**src/rtl/riscv_divider_pkg.sv**
```systemverilog
// Shared encodings and helpers for the RV32M iterative divider.
// Optional build macro handled elsewhere: RISCV_DIV_FAST_SPECIAL_EN.
package riscv_divider_pkg;

    localparam int XLEN = 32;

    typedef enum logic [1:0] {
        DIV_OP_DIV  = 2'b00,
        DIV_OP_DIVU = 2'b01,
        DIV_OP_REM  = 2'b10,
        DIV_OP_REMU = 2'b11
    } div_op_e;

    typedef enum logic [1:0] {
        DIV_IDLE = 2'b00,
        DIV_CALC = 2'b01,
        DIV_DONE = 2'b10
    } div_state_e;

    function automatic logic [XLEN-1:0] negate_if(input logic neg, input logic [XLEN-1:0] value);
        return neg ? (~value + 1'b1) : value;
    endfunction

endpackage

```
**src/rtl/riscv_divider_if.sv**
```systemverilog
// Request/response handshake bundle between the execute stage and the divider.
interface riscv_divider_if;
    import riscv_divider_pkg::*;

    logic            in_valid;
    logic            in_ready;
    logic [1:0]      op;
    logic [XLEN-1:0] dividend;
    logic [XLEN-1:0] divisor;
    logic            out_valid;
    logic            out_ready;
    logic [XLEN-1:0] result;

    modport master (
        output in_valid, op, dividend, divisor, out_ready,
        input  in_ready, out_valid, result
    );

    modport slave (
        input  in_valid, op, dividend, divisor, out_ready,
        output in_ready, out_valid, result
    );

endinterface

```
**src/rtl/riscv_divider_div_step.sv**
```systemverilog
// One restoring radix-2 division step on the {rem, quo} pair.
module div_step
    import riscv_divider_pkg::*;
(
    input  logic [XLEN-1:0] rem,
    input  logic [XLEN-1:0] quo,
    input  logic [XLEN-1:0] div_mag,
    output logic [XLEN-1:0] rem_next,
    output logic [XLEN-1:0] quo_next
);

    logic [XLEN:0] shifted;
    logic [XLEN:0] diff;

    // The 33-bit subtract keeps the borrow visible even when rem has its MSB set.
    always_comb begin
        shifted = {rem, quo[XLEN-1]};
        diff    = shifted - {1'b0, div_mag};
        if (!diff[XLEN]) begin
            rem_next = diff[XLEN-1:0];
            quo_next = {quo[XLEN-2:0], 1'b1};
        end else begin
            rem_next = shifted[XLEN-1:0];
            quo_next = {quo[XLEN-2:0], 1'b0};
        end
    end

endmodule

```
**src/rtl/riscv_divider.sv**
```systemverilog
// Iterative RV32M DIV/DIVU/REM/REMU unit: FSM, operand registers and sign fixup.
// Build macro RISCV_DIV_FAST_SPECIAL_EN gives divide-by-zero and overflow a 1-cycle path.
module riscv_divider
    import riscv_divider_pkg::*;
(
    input  logic            clk,
    input  logic            rst_n,
    riscv_divider_if.slave  bus
);

    div_state_e      state;
    div_state_e      state_next;
    logic [4:0]      count;
    logic [XLEN-1:0] rem;
    logic [XLEN-1:0] quo;
    logic [XLEN-1:0] div_mag;
    logic [XLEN-1:0] rem_step;
    logic [XLEN-1:0] quo_step;
    logic            is_rem;
    logic            neg_q;
    logic            neg_r;
    logic            div_zero;
    logic            ovf;
    logic            out_valid;
    logic [XLEN-1:0] result;

    logic            accept;
    logic            done_calc;
    logic            a_neg;
    logic            b_neg;
    logic            in_zero;
    logic            in_ovf;
    logic [XLEN-1:0] load_val;
`ifdef RISCV_DIV_FAST_SPECIAL_EN
    logic            fast;
`endif

    assign bus.in_ready  = (state == DIV_IDLE);
    assign bus.out_valid = out_valid;
    assign bus.result    = result;
    assign accept        = bus.in_valid && (state == DIV_IDLE);

    div_step u_step (
        .rem      (rem),
        .quo      (quo),
        .div_mag  (div_mag),
        .rem_next (rem_step),
        .quo_next (quo_step)
    );

    always_comb begin
        a_neg   = !bus.op[0] && bus.dividend[XLEN-1];
        b_neg   = !bus.op[0] && bus.divisor[XLEN-1];
        in_zero = (bus.divisor == '0);
        in_ovf  = !bus.op[0] && (bus.dividend == {1'b1, {(XLEN-1){1'b0}}}) && (bus.divisor == '1);
`ifdef RISCV_DIV_FAST_SPECIAL_EN
        done_calc = (state == DIV_CALC) && (fast || (count == 5'd31));
`else
        done_calc = (state == DIV_CALC) && (count == 5'd31);
`endif
    end

    // Divide-by-zero quotient stays all-ones regardless of operand signs.
    always_comb begin
        if (is_rem) begin
            load_val = negate_if(neg_r, rem_step);
        end else begin
            load_val = negate_if(neg_q && !div_zero, quo_step);
        end
        if (ovf) begin
            load_val = is_rem ? '0 : {1'b1, {(XLEN-1){1'b0}}};
        end
`ifdef RISCV_DIV_FAST_SPECIAL_EN
        if (fast) begin
            load_val = quo;
        end
`endif
    end

    always_comb begin
        state_next = state;
        case (state)
            DIV_IDLE: if (accept)        state_next = DIV_CALC;
            DIV_CALC: if (done_calc)     state_next = DIV_DONE;
            DIV_DONE: if (bus.out_ready) state_next = DIV_IDLE;
            default:                     state_next = DIV_IDLE;
        endcase
    end

    always_ff @(posedge clk or negedge rst_n) begin
        if (!rst_n) begin
            state <= DIV_IDLE;
        end else begin
            state <= state_next;
        end
    end

    always_ff @(posedge clk or negedge rst_n) begin
        if (!rst_n) begin
            count     <= '0;
            rem       <= '0;
            quo       <= '0;
            div_mag   <= '0;
            is_rem    <= 1'b0;
            neg_q     <= 1'b0;
            neg_r     <= 1'b0;
            div_zero  <= 1'b0;
            ovf       <= 1'b0;
            out_valid <= 1'b0;
            result    <= '0;
`ifdef RISCV_DIV_FAST_SPECIAL_EN
            fast      <= 1'b0;
`endif
        end else begin
            case (state)
                DIV_IDLE: begin
                    if (accept) begin
                        count    <= '0;
                        rem      <= '0;
                        quo      <= negate_if(a_neg, bus.dividend);
                        div_mag  <= negate_if(b_neg, bus.divisor);
                        is_rem   <= bus.op[1];
                        neg_q    <= a_neg ^ b_neg;
                        neg_r    <= a_neg;
                        div_zero <= in_zero;
                        ovf      <= in_ovf;
`ifdef RISCV_DIV_FAST_SPECIAL_EN
                        // Special results are parked in quo and loaded on the next edge.
                        fast <= in_zero || in_ovf;
                        if (in_zero) begin
                            quo <= bus.op[1] ? bus.dividend : '1;
                        end else if (in_ovf) begin
                            quo <= bus.op[1] ? '0 : {1'b1, {(XLEN-1){1'b0}}};
                        end
`endif
                    end
                end
                DIV_CALC: begin
`ifdef RISCV_DIV_FAST_SPECIAL_EN
                    if (!fast) begin
                        rem   <= rem_step;
                        quo   <= quo_step;
                        count <= count + 5'd1;
                    end
`else
                    rem   <= rem_step;
                    quo   <= quo_step;
                    count <= count + 5'd1;
`endif
                    if (done_calc) begin
                        result    <= load_val;
                        out_valid <= 1'b1;
                    end
                end
                DIV_DONE: begin
                    if (bus.out_ready) begin
                        out_valid <= 1'b0;
                    end
                end
                default: begin
                    out_valid <= 1'b0;
                end
            endcase
        end
    end

endmodule

```
**src/flat_wrapper.sv**
```systemverilog
// flat-port wrapper written by rule: the top's interface ports become plain ports
module riscv_divider_flat import riscv_divider_pkg::*;
  (clk, rst_n, bus_in_valid, bus_op, bus_dividend, bus_divisor, bus_out_ready, bus_in_ready, bus_out_valid, bus_result);
  riscv_divider_if bus_i ();
  input  logic clk;
  input  logic rst_n;
  input wire logic [$bits(bus_i.in_valid)-1:0] bus_in_valid;
  input wire logic [$bits(bus_i.op)-1:0] bus_op;
  input wire logic [$bits(bus_i.dividend)-1:0] bus_dividend;
  input wire logic [$bits(bus_i.divisor)-1:0] bus_divisor;
  input wire logic [$bits(bus_i.out_ready)-1:0] bus_out_ready;
  output wire logic [$bits(bus_i.in_ready)-1:0] bus_in_ready;
  output wire logic [$bits(bus_i.out_valid)-1:0] bus_out_valid;
  output wire logic [$bits(bus_i.result)-1:0] bus_result;
  assign bus_i.in_valid = bus_in_valid;
  assign bus_i.op = bus_op;
  assign bus_i.dividend = bus_dividend;
  assign bus_i.divisor = bus_divisor;
  assign bus_i.out_ready = bus_out_ready;
  assign bus_in_ready = bus_i.in_ready;
  assign bus_out_valid = bus_i.out_valid;
  assign bus_result = bus_i.result;
  riscv_divider u_core (.clk(clk), .rst_n(rst_n), .bus(bus_i));
endmodule
```
**config.mk**
```make
export PLATFORM = sky130hd
export DESIGN_NAME = riscv_divider_flat
export DESIGN_NICKNAME = d
export VERILOG_FILES = /design/src/rtl/riscv_divider_pkg.sv /design/src/rtl/riscv_divider_if.sv /design/src/rtl/riscv_divider_div_step.sv /design/src/rtl/riscv_divider.sv /design/src/flat_wrapper.sv
export SDC_FILE = /design/constraint.sdc
export NUM_CORES = 1
export LEC_CHECK = 0
export CAP_MARGIN = 0
export CORE_MARGIN = 2
export CORE_UTILIZATION = 50
export DETAILED_ROUTE_END_ITERATION = 6
export PLACE_DENSITY = 0.71
export SETUP_SLACK_MARGIN = 0.02
export SYNTH_ARGS = -nofsm -noshare
export SYNTH_HDL_FRONTEND = slang
export SYNTH_HIERARCHICAL = 1
export SYNTH_SLANG_ARGS = --single-unit
```
**constraint.sdc**
```tcl
create_clock -name clk -period 12.23 [get_ports clk]
set_input_delay 1.223 -clock clk [delete_from_list [all_inputs] [get_ports clk]]
set_output_delay 1.223 -clock clk [all_outputs]
set_load 0.01 [all_outputs]
```
After elaboration in Yosys (flattened, before gate mapping)

Index checks and enable logic that the tools add are counted.

Bitwise operators: 6
$add $sub $neg: 6
Reductions and logical operators: 17
Equal/unequal tests: 8
Multiplexer cells: 22

Operator list:

| kind                                                   | number |
|---|---|
| two-way mux 32 bit                                     | 10 |
| adder 32 x 1 -> 32 bit (second input constant)         | 4 |
| NOT 32 bit                                             | 4 |
| one-hot mux 32 bit (2 select lines)                    | 2 |
| == test 32 bit (second input constant)                 | 2 |
| subtractor 33 x 32 -> 33 bit                           | 1 |
| zero test 32 bit                                       | 1 |
| one-hot mux 5 bit (2 select lines)                     | 1 |
| logical AND 1 bit                                      | 7 |
| two-way mux 2 bit                                      | 3 |
| one-hot mux 2 bit (3 select lines)                     | 1 |
| AND reduction 2 bit                                    | 3 |
| AND reduction 3 bit                                    | 2 |
| adder 5 x 1 -> 5 bit (second input constant)           | 1 |
| == test 5 bit (second input constant)                  | 1 |
| two-way mux 5 bit                                      | 1 |
| inequality test 2 x 1 -> 1 bit (second input constant) | 2 |
| two-way mux 1 bit                                      | 3 |
| one-hot mux 1 bit (3 select lines)                     | 1 |
| == test 2 x 1 -> 1 bit (second input constant)         | 1 |
| == test 2 bit (second input constant)                  | 1 |
| zero test 1 bit                                        | 2 |
| zero test 2 bit                                        | 1 |
| inequality test 2 bit (second input constant)          | 1 |
| other kinds (3)                                        | 3 |

Word-level logic and storage cells: 71
Bits in registers: 141
Output and inout port bits: 34

Depth between registers and ports, before layout

Gate-level depths: netlist (run 1).

Depth in word-level cells: 7
Gate-level depth with buffers: 21
Depth with buffers taken out: 19

Cells and area by module

The synthesis (run 1) kept the hierarchy.

By module, submodules not included:

| module        | times used | cells each | area each (um^2) |
|---|---|---|---|
| riscv_divider | 1          | 1035       | 8971.1 |
| div_step      | 1          | 337        | 2598.7 |

Worst setup path after synthesis (run 1)

OpenSTA, ideal clock, no wires.

Path type: register to register
Start point: register u_core.quo[31]
End point: register u_core.result[23] (netlist: u_core/bus.result[23])
Clock period less this slack: 4.795 ns
Slack: 7.435 ns
Buffers on the path: 2
Arrival time: 4.653 ns
Stages on the path, launching flop included: 21
Required time: 12.087 ns
Cell sequence: dfrtp_1 -> inv_1 -> ha_1 -> fa_1 -> and2b_1 -> o2111ai_2 -> a21oi_2 -> o2111ai_1 -> a211oi_2 -> nor2_4 -> mux2i_4 -> and2_4 -> buf_12 -> inv_8 -> buf_12 -> mux2_4 -> nor4_1 -> nand4_1 -> o41ai_1 -> xor2_1 -> o221ai_1

Word-level cells in the longest chain between the ends: 7
Elaborated cells between the ends (all ways): 11
Those cells by class: add/sub: 3; mux: 6; bitwise: 2

Ends and longest elaborated chain:

| what                         | RTL line                     | RTL |
|---|---|---|
| start, declared              | riscv_divider.sv:15          | `logic [XLEN-1:0] quo;` |
| start signal, assigned       | riscv_divider.sv:120         | `quo <= negate_if(a_neg, bus.dividend);` |
| start signal, assigned       | riscv_divider.sv:147         | `quo <= quo_step;` |
| subtractor 33 x 32 -> 33 bit | riscv_divider_div_step.sv:18 | `diff = shifted - {1'b0, div_mag};` |
| two-way mux 32 bit           | riscv_divider_div_step.sv:19 | `if (!diff[XLEN]) begin` |
| named net u_core.rem_step[8] | riscv_divider.sv:17          | `logic [XLEN-1:0] rem_step;` |
| NOT 32 bit                   | riscv_divider_pkg.sv:21      | `return neg ? (~value + 1'b1) : value;` |
| adder 32 x 1 -> 32 bit       | riscv_divider_pkg.sv:21      |  |
| two-way mux 32 bit           | riscv_divider_pkg.sv:21      |  |
| two-way mux 32 bit           | riscv_divider.sv:65          | `if (is_rem) begin` |
| two-way mux 32 bit           | riscv_divider.sv:70          | `if (ovf) begin` |
| end signal, assigned         | riscv_divider.sv:151         | `result <= load_val;` |
| end, declared                | riscv_divider.sv:25          | `logic [XLEN-1:0] result;` |

The timed path passes the listed nets, and every way through them passes these cells.
A chain may end at the register's enable or synchronous reset.

Final worst setup path (run 1)

Start point: register u_core.quo[31]
End point: register u_core.result[23] (netlist: u_core/bus.result[23])

Word-level cells in the longest chain between the ends: 7
Elaborated cells between the ends (all ways): 11
Those cells by class: add/sub: 3; mux: 6; bitwise: 2

Ends and longest elaborated chain:

| what                         | RTL line                     | RTL |
|---|---|---|
| subtractor 33 x 32 -> 33 bit | riscv_divider_div_step.sv:18 |  |
| two-way mux 1 bit            | riscv_divider_div_step.sv:19 |  |
| named net u_core.quo_step[0] | riscv_divider.sv:18          | `logic [XLEN-1:0] quo_step;` |
| NOT 32 bit                   | riscv_divider_pkg.sv:21      |  |
| adder 32 x 1 -> 32 bit       | riscv_divider_pkg.sv:21      |  |
| two-way mux 32 bit           | riscv_divider_pkg.sv:21      |  |
| two-way mux 32 bit           | riscv_divider.sv:65          |  |
| two-way mux 32 bit           | riscv_divider.sv:70          |  |

The timed path passes the listed nets, and every way through them passes these cells.

==> reports/qor.yml, run 1 <==
timing:
  slew_headroom_pct: 15.4
  finalMaxSlewViolations: 0
  fmax_ghz: 0.181
  hold_viol_final: 0
  tightestPinTransition_ps: 1270
  hold-worst-slack_ps: 475
  min_period_ps: 5520
  tns_ps: 0
  finalWorstSetupSlack_ps: 6710
  period_share_pct: 45.2
  fin_skew_ps: 11.1
  rsz0062_at_grt: "no"
  finalSetupViolCount: 0
final_layout:
  post-route-util_pct: 57.3
  final_cell_mix: "nand2_1 (160), dfrtp_1 (141), clkdlybuf4s50_1 (102)"
  n_antenna_cell: 0
  areaGrowthSynthToFinish_pct: 12.5
  layout_commonest_cell: "nand2_1"
  nNetsFinal: 1502
  n_fill_cell: 2054
  drive_gt1_share_pct: 8.05
grt:
  antenna_found_initial: 0
  met2_usage_pct: 42.6
  grt_use_met1_pct: 39.3
  grt_pass1_wl_mm: 53.3
  globalRouteMet3Util_pct: 4.11
  grt.overflow.total: 0
  groute.usage.overall_pct: 27.7
  grt.busiest_layer: "met2"
  grt_pass1_vias: 9806
  grt_max_degree: 102
synthesis:
  yosysTopAreaCell: "dfrtp_1"
  yosys_warnings: 6
  synth_top_flop_cell: "dfrtp_1"
  synth_area_um2: 11600
  syn_area_per_cell_um2: 8.43
  ys_ff_latch: 141
  yosysSeqAreaShare_pct: 30.5
  yosys-top-cells-area: "dfrtp_1 (30%), xor2_1 (5.6%), nand2_1 (5.2%)"
  synth_edf_count: 0
  synth_cells: 1372
  synth_top_area_share_pct: 30.5
  yosysUniqueCellTypes: 90
  async_flop_share_pct: 100
  synth_fp_nets: 1482
place:
  gp_congestion: 0.943
  post-place-ws_ps: 6840
  io_buffers: 103
  dpl.hpwl_mm: 24.5
floorplanning:
  coreArea_um2: 22700
  dieWidth_um: 156
  start_util_pct: 50.9
  core.rowCount: 55
  die_h_um: 156
  dieArea_um2: 24400
  pin_count: 104
clock_tree:
  cts-resized-gates: 0
  cts_hold_buf: 0
  cts_max_level: 4
  clock_path_buffers: 2
  post_cts_buffers: 0
  clock_sinks: 141
  cts_root_buf: "clkbuf_16"
  cts_made_buffers: 17
  cts.clk_slew.worst_paths_ps: 60
  clk_latency_ps: 430
  cts_tree: "built"
outcome:
  status: "finished clean"
worst_setup_path:
  path_class: "reg -> reg"
  crit_path_max_incr_delay_ps: 570
  slowest_stage: "nor4_1"
  startpoint_type: "flop"
  cp.required_ps: 12500
  end_kind: "flop"
  cp_cell_sequence: "inv_1 > ha_1 > fa_1 > and2b_1 > o2111ai_2 > a21oi_2 > o2111ai_1 > a211oi_2 > nor2_4 > mux2i_4 > and2_4 > inv_8 > mux2_4 > nor4_1 > nand4_1 > o41ai_1 > xor2_1 > o221ai_1"
  worstPathMaxFanout: 26
  cp.arrival_ps: 5790
run:
  max_cap_viol_count: 0
detailed_routing:
  vias_per_cell: 6.35
  drc: 0
  wl_mm: 33.5
  drtIter0Drc: 889
  postRouteAntennaNets: 0
  routedWlPerCell_um: 19.8
  firstDrtPassIters: 6
  vias: 10700
min_path:
  hold_class: "reg -> reg"
routing by layer:
layer | vias to the layer above | routed length (um)
li1 | 5046 | -
met1 | 5135 | 14900
met2 | 458 | 15100
met3 | 72 | 2540
met4 | 0 | 951
met5 | - | 0
registers in the layout (all words and copies together), names as in the netlist:
| name | flops |
|---|---|
| u_core/quo | 32 |
| u_core/neg_r | 1 |
| u_core/bus.result | 32 |
| u_core/is_rem | 1 |
| u_core/count | 5 |
| u_core/rem | 32 |
| u_core/ovf | 1 |
| u_core/bus.out_valid | 1 |
| u_core/div_mag | 32 |
| u_core/neg_q | 1 |
| u_core/state | 2 |
| u_core/div_zero | 1 |
worst max-delay path, delay by kind of cell, from the launching register on:
kind            cells  cell delay (ps)
simple gates        5             1750
xor+xnor            1              180
flops               1              390
mux                 2              690
fa+ha+maj           2              620
buf+inv             2              190
compound gates      6             1540
layout make-up:
class / count / area, um2 / share of cell area [%]
clock inverter: 11 / 144 / 1.11
clock buffer: 19 / 453 / 3.48
sequential: 141 / 3530 / 27.1
inverter: 52 / 203 / 1.56
tap: 285 / 357 / 2.74
timing repair buffer: 112 / 1100 / 8.45
multi-input combinational: 1068 / 7230 / 55.6
through the flow:
| step | instances | instance area [um2] |
|---|---|---|
| finish | 1688 | 13000 |
| CTS | 1688 | 13000 |
| global placement | 1658 | 12400 |
| global route | 1688 | 13000 |
| detailed placement | 1658 | 12400 |
| floorplan | 1372 | 11600 |
kinds of logic (layout without fill, tap and decap cells):
kind of cell    Yosys count  in the layout  synth area share [%]
simple gates            466            466                  20.5
mux                      57             57                  5.93
xor+xnor                111            111                  8.40
fa+ha+maj                40             40                  4.39
flops                   141            141                  30.5
buf+inv                 163            194                  7.28
compound gates          394            394                  23.0
cells in the mapped netlist, drive strengths merged (6+ instances only):
cell	number
or2	8
a21o	17
a211oi	7
nor2	76
o31ai	30
nand2b	14
nor4	25
a22oi	28
o221ai	9
a22o	17
clkbuf	62
inv	52
nor3b	6
xnor2	37
o21ai	138
and3	11
nor2b	6
or3	27
nand2	161
mux2i	32
nor3	34
nand3b	7
buf	47
o211ai	16
o41ai	18
a21oi	53
dfrtp	141
a31oi	20
xor2	74
nand3	30
o21a	9
nand4	27
mux2	25
or4	12
ha	39
final timing paths:
path	endpoint	slack, ps	from	cells past startpoint
max	u_core/bus.result[23]	6710	u_core/quo[31]	18
min	u_core/count[3]	480	u_core/count[3]	1
max reg2reg	u_core/bus.result[23]	6710	u_core/quo[31]	18
min reg2reg	u_core/count[3]	480	u_core/count[3]	1
max in group asynchronous	u_core/rem[3]	10020	rst_n	2
min in group asynchronous	u_core/div_mag[24]	790	rst_n	1
Power of run 1 is not shown: default switching activity piles up to over one toggle a cycle in this logic, so the estimate is an artifact.
==> run 2: changes to the inputs <==
Clock period 12.23 ns to 5.46 ns, I/O delays scaled along.
==> run 2 against run 1 <==
  * Worst setup slack worse by 6400 ps
  * Hold slack lost 260 ps
  * Flip-flop and latch count did not move
  * Final cell count rose by 0.36%
  * Wire length up 3.6%
  * Via count is 0.68% higher
  * Largest cell class unchanged
  * Critical endpoint unchanged
  * Highest routed layer unchanged
  * Clock skew fell by 1.5 ps
  * Cell area rose by 1.1%
  * Maximum frequency increased by 7.2%
==> reports/qor.yml, run 2 (synthesized netlist as in run 1, its figures left out) <==
outcome:
  status: "finished clean"
worst_setup_path:
  cp.required_ps: 5730  # -6770 ps
  end_kind: "flop"
  worstPathMaxFanout: 26  # unchanged
  cp.arrival_ps: 5420  # -370 ps
  startpoint_type: "flop"
  path_class: "reg -> reg"
timing:
  rsz0062_at_grt: "no"
  hold_viol_final: 0  # unchanged
  tns_ps: 0  # unchanged
  slew_headroom_pct: 12.6  # -2.7 points
  tightestPinTransition_ps: 1310  # +37.5 ps
  min_period_ps: 5150  # -371 ps
  finalSetupViolCount: 0  # unchanged
  fmax_ghz: 0.194  # +7.2%
  fin_skew_ps: 9.63  # -1.52 ps
  period_share_pct: 94.4  # +49 points
  finalMaxSlewViolations: 0  # unchanged
final_layout:
  final_cell_mix: "nand2_1 (160), dfrtp_1 (141), clkdlybuf4s50_1 (102)"
  n_fill_cell: 2071  # +0.83%
  seqCellArea_um2: 3530  # unchanged
  nNetsFinal: 1507  # +0.33%
  multiInputGateArea_um2: 7270  # +0.50%
  n_antenna_cell: 0  # unchanged
  layout_commonest_cell: "nand2_1"
  drive_gt1_share_pct: 8.80  # +0.75 points
  areaGrowthSynthToFinish_pct: 13.8
place:
  dpl.hpwl_mm: 25.2  # +3.1%
  gp_congestion: 0.903  # -4.2%
  io_buffers: 103  # unchanged
run:
  max_cap_viol_count: 0  # unchanged
clock_tree:
  cts.clk_slew.worst_paths_ps: 60  # about the same
  clock_path_buffers: 2  # unchanged
  cts_made_buffers: 17  # unchanged
  clk_latency_ps: 430  # about the same
  cts_max_level: 4  # unchanged
  cts_tree: "built"
  cts_root_buf: "clkbuf_16"
  clock_sinks: 141  # unchanged
  cts_hold_buf: 0  # unchanged
floorplanning:
  die_h_um: 156  # unchanged
  coreArea_um2: 22700  # unchanged
  pin_count: 104  # unchanged
  dieArea_um2: 24400  # unchanged
  dieWidth_um: 156  # unchanged
  core.rowCount: 55  # unchanged
  start_util_pct: 50.9  # unchanged
detailed_routing:
  wl_mm: 34.7  # +3.6%
  drc: 0  # unchanged
  postRouteAntennaNets: 0  # unchanged
  routedWlPerCell_um: 20.5  # +3.2%
  drtIter0Drc: 1135  # +28%
  firstDrtPassIters: 7  # +1
  vias_per_cell: 6.37  # +0.32%
  vias: 10800  # +0.68%
min_path:
  hold_class: "in -> async"
grt:
  antenna_found_initial: 0  # unchanged
  groute.usage.overall_pct: 28.9  # +1.2 points
  grt_pass1_vias: 10000  # +2.4%
  grt.overflow.total: 0  # unchanged
  grt_max_degree: 101  # -0.98%
  grt_pass1_wl_mm: 55.2  # +3.6%
run 2: layout make-up:
| type | instances | area share, % |
|---|---|---|
| clock buffer | 19 | 3.44 |
| clock inverter | 12 | 1.64 |
| inverter | 52 | 1.54 |
| multi-input combinational | 1068 | 55.2 |
| sequential | 141 | 26.8 |
| tap | 285 | 2.71 |
| timing repair buffer | 117 | 8.64 |
run 2: stage by stage:
step | setup WS [ps] | cells | instance area, um2 | hold WS [ps] | util [%]
after floorplan | 665 | 1372 | 11600 | 250 | -
after global placement | 343 | 1663 | 12500 | 462 | 54.8
after detailed placement | 156 | 1663 | 12500 | 474 | 54.8
after CTS | 138 | 1694 | 13100 | 247 | 57.8
after global routing | 31.3 | 1694 | 13200 | 291 | 58.0
final | 307 | 1694 | 13200 | 211 | 58.0
run 2: worst paths after layout:
check / startpoint / end / slack [ps] / cells past startpoint
hold reg to reg: u_core/div_mag[14] / u_core/div_mag[14] / 480 / 2
hold / removal: rst_n / u_core/div_mag[25] / 210 / 1
max in group asynchronous: rst_n / u_core/quo[31] / 4000 / 2
min in group clk: u_core/div_mag[14] / u_core/div_mag[14] / 480 / 2
setup reg to reg: u_core/quo[31] / u_core/bus.result[23] / 310 / 19
setup / recovery: u_core/quo[31] / u_core/bus.result[23] / 310 / 19
run 2: worst max-delay path: stages (launching register included):
cell and delay [ps]:
dfrtp_1 390, inv_1 60, ha_1 220, fa_1 410, and2b_1 250, o2111ai_2 130, a21oi_2 220, o2111ai_1 230
a211oi_2 350, nor2_4 100, mux2i_4 250, and2_4 240, inv_8 210, mux2_2 430, nor4_4 430, nand4_1 130
buf_4 200, o41ai_1 420, xor2_1 180, o221ai_1 130
run 2: layer usage:
layer,wire [um],GRT usage (%),up-vias
met5,0,0,-
met4,1140,10.0,0
met3,2310,4.64,78
met2,15600,44.4,445
met1,15700,41.2,5213
li1,-,-,5048
run 2: repair_timing:
action                     CTS  global route
resized for setup            0             6
setup endpoints to repair    0            11
buffers inserted             0             0
Power of run 2 is left out for the same reason.
